**config.mk**
```make
export PLATFORM = sky130hd
export DESIGN_NAME = wb_arbiter
export DESIGN_NICKNAME = d
export VERILOG_FILES = /design/src/rtl/ariane_pkg.sv /design/src/rtl/wb_arbiter_rr_pick.sv /design/src/rtl/wb_arbiter.sv
export SDC_FILE = /design/constraint.sdc
export NUM_CORES = 2
export LEC_CHECK = 0
export BUFFER_PORTS_ARGS = -buffer_cell sky130_fd_sc_hd__buf_2
export CORE_AREA = 5 5 778 780
export DETAILED_ROUTE_END_ITERATION = 10
export DIE_AREA = 0 0 783 785
export PLACE_DENSITY = 0.3
export SLEW_MARGIN = 10
export SYNTH_ARGS = -nofsm -noshare
export SYNTH_HDL_FRONTEND = slang
export SYNTH_SLANG_ARGS = --single-unit
export TNS_END_PERCENT = 50
```
**constraint.sdc**
```tcl
create_clock -name clk_i -period 9.7 [get_ports clk_i]
set_input_delay 1.455 -clock clk_i [delete_from_list [all_inputs] [get_ports clk_i]]
set_output_delay 1.455 -clock clk_i [all_outputs]
set_load 0.02 [all_outputs]
```
**src/rtl/ariane_pkg.sv**
```systemverilog
// Shared types for the EX-stage writeback path: result requests, exceptions
// and the writeback port count.
package ariane_pkg;

    localparam int unsigned NR_WB_PORTS   = 4;
    localparam int unsigned NR_FU_WB      = 6;
    localparam int unsigned TRANS_ID_BITS = 3;

    localparam logic [63:0] LD_ACCESS_FAULT = 64'd5;

    typedef struct packed {
        logic [63:0] cause;
        logic [63:0] tval;
        logic        valid;
    } exception_t;

    typedef struct packed {
        logic [TRANS_ID_BITS-1:0] trans_id;
        logic [63:0]              data;
        exception_t               ex;
    } wb_req_t;

endpackage

```
**src/rtl/wb_arbiter_rr_pick.sv**
```systemverilog
// Rotating-priority selector: scans N requesters from ptr_i with modulo-N wrap
// and packs up to M winners into slots 0..M-1 in scan order.
module rr_pick #(
    parameter int unsigned N  = 6,
    parameter int unsigned M  = 4,
    parameter int unsigned PW = $clog2(N)
) (
    input  logic [N-1:0]         valid_i,
    input  logic [PW-1:0]        ptr_i,
    output logic [N-1:0]         grant_o,
    output logic [M-1:0][PW-1:0] idx_o,
    output logic [M-1:0]         slot_vld_o,
    output logic [PW-1:0]        next_ptr_o
);

    localparam int unsigned CW = $clog2(M + 1);

    logic [CW-1:0] cnt;
    logic [PW:0]   sum;
    logic [PW-1:0] pos;

    always_comb begin
        grant_o    = '0;
        idx_o      = '0;
        slot_vld_o = '0;
        next_ptr_o = ptr_i;
        cnt        = '0;
        sum        = '0;
        pos        = '0;
        for (int j = 0; j < N; j++) begin
            // N need not be a power of two, so the wrap is an explicit subtract
            sum = {1'b0, ptr_i} + (PW+1)'(j);
            pos = (sum >= (PW+1)'(N)) ? PW'(sum - (PW+1)'(N)) : sum[PW-1:0];
            if (valid_i[pos] && (cnt < CW'(M))) begin
                grant_o[pos]    = 1'b1;
                slot_vld_o[cnt] = 1'b1;
                idx_o[cnt]      = pos;
                next_ptr_o      = (pos == PW'(N - 1)) ? '0 : pos + PW'(1);
                cnt             = cnt + CW'(1);
            end
        end
    end

endmodule

```
**src/rtl/wb_arbiter.sv**
```systemverilog
// Writeback arbiter: grants up to NR_WB_PORTS of NR_REQ functional-unit results
// per cycle with rotating priority and registers them onto the scoreboard ports.
module wb_arbiter
    import ariane_pkg::*;
#(
    parameter int unsigned NR_REQ      = NR_FU_WB,
    parameter int unsigned NR_WB_PORTS = ariane_pkg::NR_WB_PORTS
) (
    input  logic                                        clk_i,
    input  logic                                        rst_i,
    input  logic                                        flush_i,
    input  logic [NR_REQ-1:0]                           req_valid_i,
    output logic [NR_REQ-1:0]                           req_ready_o,
    input  wb_req_t [NR_REQ-1:0]                        req_i,
    output logic [NR_WB_PORTS-1:0]                      wb_valid_o,
    output logic [NR_WB_PORTS-1:0][TRANS_ID_BITS-1:0]   wb_trans_id_o,
    output logic [NR_WB_PORTS-1:0][63:0]                wb_data_o,
    output exception_t [NR_WB_PORTS-1:0]                wb_ex_o
);

    localparam int unsigned PW = $clog2(NR_REQ);

    logic [PW-1:0]                   ptr_q, ptr_d, next_ptr;
    logic [NR_REQ-1:0]               grant;
    logic [NR_WB_PORTS-1:0][PW-1:0]  slot_idx;
    logic [NR_WB_PORTS-1:0]          slot_vld;
    logic                            kill;

    logic [NR_WB_PORTS-1:0]                    wb_valid_q, wb_valid_d;
    logic [NR_WB_PORTS-1:0][TRANS_ID_BITS-1:0] wb_trans_id_q, wb_trans_id_d;
    logic [NR_WB_PORTS-1:0][63:0]              wb_data_q, wb_data_d;
    exception_t [NR_WB_PORTS-1:0]              wb_ex_q, wb_ex_d;

    rr_pick #(
        .N  (NR_REQ),
        .M  (NR_WB_PORTS),
        .PW (PW)
    ) i_rr_pick (
        .valid_i    (req_valid_i),
        .ptr_i      (ptr_q),
        .grant_o    (grant),
        .idx_o      (slot_idx),
        .slot_vld_o (slot_vld),
        .next_ptr_o (next_ptr)
    );

    assign kill        = rst_i | flush_i;
    assign req_ready_o = kill ? '0 : grant;

    always_comb begin
        ptr_d         = ptr_q;
        wb_valid_d    = '0;
        wb_trans_id_d = '0;
        wb_data_d     = '0;
        wb_ex_d       = '0;
        if (flush_i) begin
            ptr_d = '0;
        end else if (|grant) begin
            ptr_d = next_ptr;
        end
        for (int k = 0; k < NR_WB_PORTS; k++) begin
            if (slot_vld[k] && !kill) begin
                wb_valid_d[k]    = 1'b1;
                wb_trans_id_d[k] = req_i[slot_idx[k]].trans_id;
                wb_data_d[k]     = req_i[slot_idx[k]].data;
                wb_ex_d[k]       = req_i[slot_idx[k]].ex;
            end
        end
    end

    always_ff @(posedge clk_i) begin
        if (rst_i) begin
            ptr_q         <= '0;
            wb_valid_q    <= '0;
            wb_trans_id_q <= '0;
            wb_data_q     <= '0;
            wb_ex_q       <= '0;
        end else begin
            ptr_q         <= ptr_d;
            wb_valid_q    <= wb_valid_d;
            wb_trans_id_q <= wb_trans_id_d;
            wb_data_q     <= wb_data_d;
            wb_ex_q       <= wb_ex_d;
        end
    end

    assign wb_valid_o    = wb_valid_q;
    assign wb_trans_id_o = wb_trans_id_q;
    assign wb_data_o     = wb_data_q;
    assign wb_ex_o       = wb_ex_q;

`ifndef SYNTHESIS
    // Two live results aimed at the same scoreboard slot would corrupt it
    for (genvar a = 0; a < NR_REQ; a++) begin : g_tid_a
        for (genvar b = a + 1; b < NR_REQ; b++) begin : g_tid_b
            a_unique_tid: assert property (@(posedge clk_i) disable iff (rst_i)
                !(req_valid_i[a] && req_valid_i[b] &&
                  (req_i[a].trans_id == req_i[b].trans_id)));
        end
    end
`endif

endmodule

```
==> impl_summary.log <==
[metrics] result of the run: completed
[metrics] fraction of synthesis flops using an asynchronous set or reset pin: 0%
[metrics] net count after synthesis: 11664
[metrics] maximum fanout along the worst path: 11
[metrics] portion of netlist area occupied by mux cells: 6.25%
[metrics] Synthesis Warnings: 0
[metrics] #FFs+latches synth: 791
[metrics] Detailed Routing Iterations Pass 1: 6
[metrics] Initial Util: 11.4%
[metrics] number of antenna violations at the first check in global routing: 471
[metrics] maximum clock path buffer count: 4
[metrics] clock tree from TritonCTS: done
[metrics] CTS clk-pin slew, worst paths: 0.05 ns
[metrics] Filler cells: 69022
[metrics] number of global-route vias before repair: 86055
[metrics] via count: 92780
[metrics] placed cell count: 19677
[metrics] die height: 785 µm
[metrics] number of vias per cell: 4.60
[metrics] launching point of the worst reg2reg path: ptr_q[1]$_SDFFE_PN0P_
[metrics] overall die area: 615000 µm²
[metrics] synthesized netlist cell count: 10455
[metrics] Port-buffer cells: 1978
[metrics] growth of design area from synthesis to finish: 37.9%
[metrics] synthesized area divided by synthesized cell count: 6.49 µm²
[metrics] final wirelength: 665 mm
[metrics] final-report hold violation count: 0
[metrics] aggregate global routing overflow: 0
[metrics] number of buffers created by CTS: 143
[metrics] CP Launch Type: flip-flop
[metrics] nets: 13166
[metrics] synth unique cells: 92
[metrics] Die W: 783 µm
[metrics] max-slew headroom at the worst pin: 21.7%
[metrics] Hold Path End: ptr_q[2]$_SDFFE_PN0P_
[metrics] multi-input combinational cell area: 47300 µm²
[metrics] detailed-route wire length per cell: 33.0 µm
[metrics] global-route wire length before repair: 864 mm
[metrics] data arrival time of the critical path: 7.92 ns
[metrics] largest family of logic cells by synthesized area: compound AO/OA/AOI/OAI gates
[metrics] top-level port count: 1979
[metrics] buffer type at the clock tree root: clkbuf_16
[metrics] H-Tree Level Count: 4
[metrics] proportion of synthesized chip area in sequential cells: 23.4%
[metrics] maximum number of pins on one net before global-route repair: 108
[metrics] area fraction in compound gates after synthesis: 33.4%
[metrics] fraction of final layout cells sized beyond drive strength 1: 22.3%
[metrics] core footprint: 597000 µm²
[metrics] half-perimeter wire length of the detailed placement result: 520 mm
[metrics] slew of the pin with the lowest slew margin: 1.17 ns
[metrics] CP required: 8.25 ns
[metrics] number of max-cap violations: 0
[metrics] sink count of the clock tree: 791
[metrics] number of enable flip-flop cells after synthesis: 0
[metrics] gr usage total: 20.4%
[metrics] area share of fa/ha/maj cells after synthesis: 0.454%
[metrics] Final Instance Count excl. Fillers: 20169
[metrics] later-pin clock latency in the skew report: 0.87 ns
[metrics] basic-gate share of the synthesized area counting and, or, nand and nor cells: 29.2%
[metrics] maximum clock skew at final layout: 0.0368 ns
[metrics] Post-Syn Area: 67800 µm²
[metrics] endpoints failing setup: 0
[metrics] Period Utilization, post-route: 96.6%
[metrics] Hold Path Origin: ptr_q[2]$_SDFFE_PN0P_
[metrics] unrepaired setup endpoints after global routing: false
[metrics] Worst R2R Setup Slack: 1.12 ns
[metrics] accumulated negative setup slack: 0 ns
[metrics] crit path kind: reg2out
[metrics] xor/xnor cell area share of the yosys netlist: 0.101%
[metrics] final number of max-transition violations: 0
[metrics] final critical-path required period: 9.37 ns
[metrics] Hold Crit Depth: 2
[metrics] achievable frequency: 0.107 GHz
[metrics] gpl congestion: 0.893
[metrics] row count: 284
[metrics] final antenna-violating net count: 0
[metrics] worst r2r dst: wb_ex_o[99]$_SDFF_PP0_
[metrics] Hold Crit Class: reg2reg
[metrics] # DRC: 0
[metrics] primary flip-flop cell chosen by synthesis mapping: dfxtp_1
[metrics] R2R depth: 27
[metrics] Hold WS: 0.702 ns
[metrics] Seq. cell area: 15800 µm²
[metrics] Iteration-0 DRC Markers: 10147
[metrics] Post CTS Setup Buffer Count: 0
[metrics] sort of element at the end of the critical path: primary output
-- cell usage in the layout, fill, tap and decap left out, types with 5 or more instances in the layout --
cell       instances
nand2_1         2774
buf_2           1978
a21oi_1         1776
nand3_1         1196
dfxtp_1          790
nor2_1           428
mux2i_1          404
a21o_1           397
o211ai_1         395
buf_4            270
diode_2          240
and3_1           201
a32oi_1          199
a22o_1           198
o211a_1          197
a22oi_1          196
buf_12           151
clkbuf_16        144
clkinv_2          27
clkbuf_1          25
ha_1              23
inv_1             22
clkbuf_8          22
nor3_1            18
bufinv_16         18
a211oi_1          15
o21ai_0           13
and2_1             8
a221oi_1           8
mux2_2             7
a31oi_1            7
o22ai_1            6
or2_2              5
nor2_4             5
mux2i_4            5
clkinv_8           5
inv_6              5
-- final cells by class --
cell class / instances / area share (%)
multi-input combinational: 8597 / 50.6
sequential: 791 / 16.9
timing repair buffer: 2399 / 16.0
tap: 7865 / 10.5
clock buffer: 191 / 4.28
clock inverter: 61 / 0.953
antenna: 240 / 0.642
inverter: 25 / 0.108
-- metrics by stage --
stage | setup slack [ns] | area [µm²] | util (%)
after floorplan | 1.81 | 67800 | -
after global routing | 0.00602 | 93300 | 15.6
after CTS | 0.173 | 92900 | 15.6
after global placement | 0.942 | 88000 | 14.7
after detailed placement | 1.11 | 88000 | 14.7
final | 0.329 | 93500 | 15.7
-- logic make-up (layout without fill, tap and decap cells) --
| kind of cell | Yosys count | count (layout) |
|---|---|---|
| fa+ha+maj | 24 | 24 |
| compound gates | 3465 | 3465 |
| buf+inv | 1067 | 2676 |
| flops | 791 | 791 |
| simple gates | 4681 | 4681 |
| xor+xnor | 7 | 7 |
| mux | 420 | 420 |
| other cells | 0 | 240 |
-- critical path, stage by stage, from the launching register on --
cell and delay [ns]:
dfxtp_1 0.64, inv_1 0.21, ha_1 0.33, buf_4 0.23
and2b_1 0.25, or4_1 0.53, and3_1 0.30, nor2_1 0.44
inv_1 0.27, fa_1 0.63, ha_1 0.21, inv_1 0.06
ha_1 0.29, o211a_1 0.15, and3_1 0.36, nor2_1 0.08
ha_1 0.28, o32ai_1 0.11, nor3_2 0.51, a221oi_1 0.28
a211oi_1 0.58, buf_2 0.27
-- per-layer routing --
| layer | vias up | global-route usage [%] | wire length [µm] |
|---|---|---|---|
| met2 | 4681 | 34.1 | 315000 |
| met1 | 45824 | 23.2 | 253000 |
| met5 | - | 0 | 1120 |
| met3 | 1324 | 4.85 | 48000 |
| li1 | 40781 | - | - |
| met4 | 170 | 13.1 | 48100 |
-- state kept, by name, summed over array words and instances (netlist names) --
signal	count
ptr_q	3
wb_data_o	256
wb_ex_o	516
wb_trans_id_o	12
wb_valid_o	4
-- cell usage after synthesis, types with 4 or more instances --
cell,n,share of area (%)
o21a_1,5,0.055
and2_1,11,0.10
a21o_1,397,4.4
nor2_2,4,0.037
and3_1,201,1.9
buf_6,45,0.75
o211a_1,197,2.9
a21oi_1,1777,13
a211oi_1,15,0.17
nand2_1,2776,15
buf_4,25,0.28
o211ai_1,395,4.4
a22o_1,198,2.6
nand3_1,1196,8.8
o22ai_1,6,0.055
a22oi_1,196,2.2
inv_1,22,0.12
o21ai_0,13,0.096
nand4_1,4,0.037
buf_1,56,0.31
mux2i_1,407,6.0
xnor2_1,4,0.052
ha_1,23,0.42
a32oi_1,199,2.6
nor3_1,18,0.13
a221oi_1,8,0.10
a31oi_1,7,0.065
or2_2,5,0.046
clkbuf_1,529,2.9
nor2_1,431,2.4
or3_1,4,0.037
buf_2,387,2.9
mux2_2,9,0.15
dfxtp_1,791,23
-- repair_timing --
action | in CTS | in global routing
setup endpoints to repair | 0 | 2
hold buffers | 0 | 0
gates resized for setup | 0 | 1
-- worst max-delay path by stage --
| stage | endpoint | depth (start not counted) | slack [ns] | from |
|---|---|---|---|---|
| global placement | req_ready_o[4] | 23 | 0.94 | req_valid_i[5] |
| CTS | req_ready_o[4] | 22 | 0.17 | ptr_q[1]$_SDFFE_PN0P_ |
| detailed placement | req_ready_o[4] | 23 | 1.11 | req_valid_i[5] |
| finish | req_ready_o[3] | 21 | 0.33 | ptr_q[1]$_SDFFE_PN0P_ |
| floorplan | req_ready_o[4] | 28 | 1.81 | ptr_q[0]$_SDFFE_PN0P_ |
| global route | req_ready_o[4] | 22 | 0.006 | ptr_q[1]$_SDFFE_PN0P_ |
Power is left out: the tool's default activity adds up to more than one toggle a clock period on the data nets, which glitch-free logic cannot reach.
